[src/rtl/implication_monitor_if.sv]
// Bundles the control inputs and result/statistics outputs of implication_monitor.
// The master side drives the stimulus and the slave side is the monitor.
interface implication_monitor_if #(
  parameter int CNT_W = 16
);
  logic             en;
  logic             trig;
  logic             a;
  logic             b;
  logic             clr_cnt;
  logic             busy;
  logic             pass_o;
  logic [CNT_W-1:0] pass_tag;
  logic             fail_a_o;
  logic             fail_b_o;
  logic [CNT_W-1:0] fail_b_tag;
  logic [CNT_W-1:0] attempt_cnt;
  logic [CNT_W-1:0] pass_cnt;
  logic [CNT_W-1:0] fail_cnt;

  modport master (
    output en, trig, a, b, clr_cnt,
    input  busy, pass_o, pass_tag, fail_a_o, fail_b_o, fail_b_tag,
    input  attempt_cnt, pass_cnt, fail_cnt
  );

  modport slave (
    input  en, trig, a, b, clr_cnt,
    output busy, pass_o, pass_tag, fail_a_o, fail_b_o, fail_b_tag,
    output attempt_cnt, pass_cnt, fail_cnt
  );
endinterface

[src/rtl/implication_monitor.sv]
// Checks "trig |-> a ##DELAY b": each start edge checks a immediately and b DELAY
// edges later, with up to DELAY attempts in flight, plus saturating statistics.
module implication_monitor #(
  parameter int DELAY = 2,
  parameter int CNT_W = 16
) (
  input logic                  clk,
  input logic                  rst_n,
  implication_monitor_if.slave mon
);

  typedef enum logic [1:0] {
    IDLE  = 2'd0,
    RUN   = 2'd1,
    DRAIN = 2'd2
  } state_e;

  function automatic logic [CNT_W-1:0] sat_add(input logic [CNT_W-1:0] val,
                                               input logic [1:0]       inc);
    logic [CNT_W:0] sum;
    sum = {1'b0, val} + {{(CNT_W-1){1'b0}}, inc};
    return sum[CNT_W] ? {CNT_W{1'b1}} : sum[CNT_W-1:0];
  endfunction

  state_e           state_q, state_d;
  logic [CNT_W-1:0] cyc_q;
  logic [DELAY-1:0] vld_q, vld_d;
  logic [CNT_W-1:0] ts_q [DELAY];

  logic             start, enq, exit_vld, pending;
  logic [CNT_W-1:0] exit_ts;

  logic             pass_q, pass_d, fail_a_q, fail_a_d, fail_b_q, fail_b_d;
  logic [CNT_W-1:0] pass_tag_q, pass_tag_d, fail_b_tag_q, fail_b_tag_d;
  logic [CNT_W-1:0] att_cnt_q, att_cnt_d, pass_cnt_q, pass_cnt_d, fail_cnt_q, fail_cnt_d;

  // Attempts start only while running and still enabled; en=0 in RUN already stops intake.
  assign start    = (state_q == RUN) && mon.en && mon.trig;
  assign enq      = start && mon.a;
  assign exit_vld = vld_q[DELAY-1];
  assign exit_ts  = ts_q[DELAY-1];
  assign pending  = |vld_q;

  always_comb begin
    state_d = state_q;
    case (state_q)
      IDLE:    if (mon.en) state_d = RUN;
      RUN:     if (!mon.en) state_d = DRAIN;
      DRAIN: begin
        if (mon.en)        state_d = RUN;
        else if (!pending) state_d = IDLE;
      end
      default: state_d = IDLE;
    endcase
  end

  always_comb begin
    vld_d        = vld_q << 1;
    vld_d[0]     = enq;
    pass_d       = exit_vld && mon.b;
    fail_b_d     = exit_vld && !mon.b;
    fail_a_d     = start && !mon.a;
    pass_tag_d   = pass_d   ? exit_ts : pass_tag_q;
    fail_b_tag_d = fail_b_d ? exit_ts : fail_b_tag_q;
    // Counters advance on the same edge that launches the matching pulse.
    att_cnt_d    = mon.clr_cnt ? '0 : sat_add(att_cnt_q,  {1'b0, start});
    pass_cnt_d   = mon.clr_cnt ? '0 : sat_add(pass_cnt_q, {1'b0, pass_d});
    fail_cnt_d   = mon.clr_cnt ? '0 :
                   sat_add(fail_cnt_q, {1'b0, fail_a_d} + {1'b0, fail_b_d});
  end

  // Stage boundary: control, result pulses, tags and counters.
  always_ff @(posedge clk or negedge rst_n) begin
    if (!rst_n) begin
      state_q      <= IDLE;
      cyc_q        <= '0;
      vld_q        <= '0;
      pass_q       <= 1'b0;
      fail_a_q     <= 1'b0;
      fail_b_q     <= 1'b0;
      pass_tag_q   <= '0;
      fail_b_tag_q <= '0;
      att_cnt_q    <= '0;
      pass_cnt_q   <= '0;
      fail_cnt_q   <= '0;
    end else begin
      state_q      <= state_d;
      cyc_q        <= cyc_q + 1'b1;
      vld_q        <= vld_d;
      pass_q       <= pass_d;
      fail_a_q     <= fail_a_d;
      fail_b_q     <= fail_b_d;
      pass_tag_q   <= pass_tag_d;
      fail_b_tag_q <= fail_b_tag_d;
      att_cnt_q    <= att_cnt_d;
      pass_cnt_q   <= pass_cnt_d;
      fail_cnt_q   <= fail_cnt_d;
    end
  end

  // Stage boundary: timestamp shift line, qualified by vld_q so it needs no reset.
  always_ff @(posedge clk) begin
    ts_q[0] <= cyc_q;
    for (int k = 1; k < DELAY; k++) ts_q[k] <= ts_q[k-1];
  end

  assign mon.busy        = (state_q != IDLE);
  assign mon.pass_o      = pass_q;
  assign mon.pass_tag    = pass_tag_q;
  assign mon.fail_a_o    = fail_a_q;
  assign mon.fail_b_o    = fail_b_q;
  assign mon.fail_b_tag  = fail_b_tag_q;
  assign mon.attempt_cnt = att_cnt_q;
  assign mon.pass_cnt    = pass_cnt_q;
  assign mon.fail_cnt    = fail_cnt_q;

endmodule

[src/flat_wrapper.sv]
// flat-port wrapper written by rule: the top's interface ports become plain ports
module implication_monitor_flat 
#(
  parameter int DELAY = 2,
  parameter int CNT_W = 16
)
  (clk, rst_n, mon_en, mon_trig, mon_a, mon_b, mon_clr_cnt, mon_busy, mon_pass_o, mon_pass_tag, mon_fail_a_o, mon_fail_b_o, mon_fail_b_tag, mon_attempt_cnt, mon_pass_cnt, mon_fail_cnt);
  implication_monitor_if #(.CNT_W(CNT_W)) mon_i ();
  input logic clk;
  input logic rst_n;
  input wire logic [$bits(mon_i.en)-1:0] mon_en;
  input wire logic [$bits(mon_i.trig)-1:0] mon_trig;
  input wire logic [$bits(mon_i.a)-1:0] mon_a;
  input wire logic [$bits(mon_i.b)-1:0] mon_b;
  input wire logic [$bits(mon_i.clr_cnt)-1:0] mon_clr_cnt;
  output wire logic [$bits(mon_i.busy)-1:0] mon_busy;
  output wire logic [$bits(mon_i.pass_o)-1:0] mon_pass_o;
  output wire logic [$bits(mon_i.pass_tag)-1:0] mon_pass_tag;
  output wire logic [$bits(mon_i.fail_a_o)-1:0] mon_fail_a_o;
  output wire logic [$bits(mon_i.fail_b_o)-1:0] mon_fail_b_o;
  output wire logic [$bits(mon_i.fail_b_tag)-1:0] mon_fail_b_tag;
  output wire logic [$bits(mon_i.attempt_cnt)-1:0] mon_attempt_cnt;
  output wire logic [$bits(mon_i.pass_cnt)-1:0] mon_pass_cnt;
  output wire logic [$bits(mon_i.fail_cnt)-1:0] mon_fail_cnt;
  assign mon_i.en = mon_en;
  assign mon_i.trig = mon_trig;
  assign mon_i.a = mon_a;
  assign mon_i.b = mon_b;
  assign mon_i.clr_cnt = mon_clr_cnt;
  assign mon_busy = mon_i.busy;
  assign mon_pass_o = mon_i.pass_o;
  assign mon_pass_tag = mon_i.pass_tag;
  assign mon_fail_a_o = mon_i.fail_a_o;
  assign mon_fail_b_o = mon_i.fail_b_o;
  assign mon_fail_b_tag = mon_i.fail_b_tag;
  assign mon_attempt_cnt = mon_i.attempt_cnt;
  assign mon_pass_cnt = mon_i.pass_cnt;
  assign mon_fail_cnt = mon_i.fail_cnt;
  implication_monitor #(.DELAY(DELAY), .CNT_W(CNT_W)) u_core (.clk(clk), .rst_n(rst_n), .mon(mon_i));
endmodule
[config.mk]
export PLATFORM = sky130hd
export DESIGN_NAME = implication_monitor_flat
export DESIGN_NICKNAME = d
export VERILOG_FILES = /design/src/rtl/implication_monitor_if.sv /design/src/rtl/implication_monitor.sv /design/src/flat_wrapper.sv
export SDC_FILE = /design/constraint.sdc
export NUM_CORES = 1
export LEC_CHECK = 0
export ABC_AREA = 1
export CAP_MARGIN = 10
export CORE_UTILIZATION = 25
export CTS_CLUSTER_DIAMETER = 120
export DETAILED_ROUTE_END_ITERATION = 10
export HOLD_SLACK_MARGIN = 0.06
export REMOVE_ABC_BUFFERS = 1
export SLEW_MARGIN = 20
export SYNTH_ARGS = -nofsm -noshare
export SYNTH_HDL_FRONTEND = slang
export SYNTH_SLANG_ARGS = --single-unit
[constraint.sdc]
create_clock -name clk -period 2.45 [get_ports clk]
set_input_delay 0.3675 -clock clk [delete_from_list [all_inputs] [get_ports clk]]
set_output_delay 0.3675 -clock clk [all_outputs]
set_load 0.05 [all_outputs]
==> impl_metrics.env <==
export IMPL_dr_total_vias=4309
export IMPL_die_h_um=152
export IMPL_synth_cell_types=27
export IMPL_syn_area_per_cell_um2=9.06
export IMPL_timing_max_cap_violations=0
export IMPL_tritoncts="built"
export IMPL_drt_first_iter_violations=199
export IMPL_clkPwrFrac_pct=47.6
export IMPL_fin_crit_ns=2.32
export IMPL_timing_max_slew_rel_slack_pct=54.3
export IMPL_final_setup_viol_count=0
export IMPL_net_switching_power_uw=1510
export IMPL_setup_worst_path_start_class="register"
export IMPL_number_of_buffers_created_by_cts=17
export IMPL_hold_path_class="register to register"
export IMPL_final_common_cell="nand2_1"
export IMPL_timing_hold_violations_final=0
export IMPL_maximum_number_of_pins_on_one_net_before_global_route_repair=59
export IMPL_routed_wire_length_per_instance_um=12.6
export IMPL_clk_pin_slew_ns=0.06
export IMPL_layoutNonFillerInstCount=1023
export IMPL_post_synthesis_sequential_element_count=135
export IMPL_via_count_of_the_first_global_routing_pass=4096
export IMPL_setup_crit_path_kind="register to output pin"
export IMPL_clkSinkCount=135
export IMPL_first_pass_iters=4
export IMPL_initial_utilization_pct=25.6
export IMPL_achievable_frequency_mhz=431
export IMPL_postRouteWirelength_mm=12.9
export IMPL_grt_pass1_wl_mm=20.8
export IMPL_p_leak_uw=0.00348
export IMPL_grt_ovfl_total=0
export IMPL_synth_warning_count=0
export IMPL_layout_cells_most_common_list="nand2_1 (124), dfrtp_1 (103), inv_1 (101)"
export IMPL_cts_path_max_buffers=2
export IMPL_areaGrowthSynthToFinish_pct=34.4
export IMPL_crit_fanout=3
export IMPL_fillerInstances=2228
export IMPL_post_place_cells=987
export IMPL_final_layout_size_suffix_gt1_share_pct=10.4
export IMPL_finClkSkew_ns=0.0156
export IMPL_coreArea_mm2=0.0219
export IMPL_synthCells=619
export IMPL_detailedPlacementHpwl_mm=8.94
export IMPL_relative_contribution_of_sequential_cells_to_total_power_pct=42.4
export IMPL_cellInternalPower_uw=3990
export IMPL_clk_insertion_delay_late_ns=0.42
export IMPL_critical_path_arrival_ns=1.95
export IMPL_ios=91
export IMPL_placementRows=54
export IMPL_routability_congestion=0.841
export IMPL_grt_antenna_before_repair=0
export IMPL_cp_end_kind="output pin"
export IMPL_routed_via_density=4.21
export IMPL_grt_util_all_layers_pct=11.8
export IMPL_power_density_mw_per_mm2=731
export IMPL_fin_crit_sh_pct=94.6
export IMPL_drv_slew=0
export IMPL_portBuffers=90
export IMPL_floorplan_die_area_mm2=0.0230
export IMPL_post_route_drc=0
export IMPL_postRouteAntennaNets=0
export IMPL_tightest_slew_ns=0.685
export IMPL_root_buffer_selected_by_cts="clkbuf_16"
export IMPL_crit_required_ns=2.08
export IMPL_chipWidth_um=152
export IMPL_comb_power_share_pct=10.0
export IMPL_antennaDiodeCount=0
export IMPL_outcome="completed"
export IMPL_layout_nets=744
export IMPL_syn_area_mm2=0.00561
export IMPL_worst_r2r_setup_slack_ns=0.21
export IMPL_switching_fraction_of_total_power_pct=27.5
export IMPL_cts_htree_levels=4
export IMPL_fin_util_pct=34.4
export IMPL_proportion_of_synthesized_chip_area_in_sequential_cells_pct=57.4
export IMPL_rsz0062_at_grt="no"
export IMPL_max_vdd_ir_drop_uv=363
[worst max-delay path: stages, from the launching register on]
cell             delay, ns
dfrtp_1               0.40
buf_4                 0.14
or2_2                 0.29
clkdlybuf4s50_1       0.70
[cell families after synthesis]
kind of cell / count (synthesis) / synth area share (%)
simple gates: 251 / 20.6
buf+inv: 113 / 7.76
fa+ha+maj: 7 / 1.70
flops: 135 / 57.4
compound gates: 78 / 7.14
xor+xnor: 35 / 5.47
[layout make-up]
class,count,area (um^2),area share (%)
Timing Repair Buffer,103,1010,13.4
Tap cell,280,350,4.65
Clock inverter,13,145,1.93
Clock buffer,19,464,6.16
Multi-Input combinational cell,371,1970,26.1
Sequential cell,135,3220,42.7
Inverter,102,383,5.08
[per-stage QoR]
stage	power, uW	setup WS [ns]	instance area (um^2)	setup TNS, ns	hold WS, ns
detailed placement	2930	-0.310	6890	-4.29	0.312
global route	5710	0.00223	7540	0	0.330
global placement	2930	-0.232	6890	-3.09	0.311
CTS	5600	0.0956	7500	0	0.328
finish	5510	0.132	7540	0	0.325
floorplan	2690	0.189	5560	0	0.0719
[power groups by stage]
stage | Clock [uW] | Sequential [uW] | Combinational [uW]
after floorplan | 0 | 2620 | 68.4
after global placement | 0 | 2380 | 555
after detailed placement | 0 | 2380 | 552
after CTS | 2700 | 2340 | 556
after global routing | 2780 | 2340 | 588
final | 2620 | 2340 | 549
[what timing repair did]
action	CTS	global route
resized for setup	0	4
endpoints found under the hold margin	45	0
buffers inserted	0	3
hold buffers	1	0
setup endpoints to repair	0	16
[synth_stat cells (all sizes together)]
master    n  area share, %
or2       1           0.11
dfxtp    32             11
nand4    11            1.2
a211oi    1           0.13
o21bai    3           0.40
clkbuf    9           0.60
nor3      2           0.18
inv     101            6.8
nor2     53            4.8
xor2     20            3.1
a21oi    29            2.6
dfrtp   103             46
buf       2           0.33
nand2   135            9.6
xnor2    15            2.3
nand3    47            4.5
o21ai    45            4.0
ha        6            1.3
and3      2           0.22
clkinv    1          0.067
fa        1           0.36
[registers in the layout, indices dropped and copies added, names as in the netlist]
name and count:
u_core.ts_q 32, u_core.cyc_q 16, u_core.mon.attempt_cnt 16, u_core.mon.fail_b_tag 16
u_core.mon.fail_cnt 16, u_core.mon.pass_cnt 16, u_core.mon.pass_tag 16, u_core.state_q 2
u_core.vld_q 2, u_core.mon.fail_a_o 1, u_core.mon.fail_b_o 1, u_core.mon.pass_o 1
[layer usage]
layer / vias to the layer above / global-route usage [%] / routed length [um]
met4: 0 / 5.89 / 275
li1: 2168 / - / -
met2: 73 / 18.5 / 6070
met5: - / 0 / 0
met1: 2050 / 14.9 / 6000
met3: 18 / 3.41 / 527
[path summary, 6_finish.rpt]
| kind | start | endpoint | cells past startpoint |
|---|---|---|---|
| max in group asynchronous | rst_n | u_core.mon.fail_b_tag[7] | 3 |
| setup reg to reg | u_core.state_q[1] | u_core.mon.fail_cnt[13] | 15 |
| setup / recovery | u_core.state_q[1] | mon_busy | 3 |
| hold / removal | u_core.ts_q[0][11] | u_core.ts_q[0][27] | 0 |
| min in group asynchronous | rst_n | u_core.mon.fail_b_o | 2 |
| hold reg to reg | u_core.ts_q[0][11] | u_core.ts_q[0][27] | 0 |
Note: power is estimated with default switching activity, not from simulation.
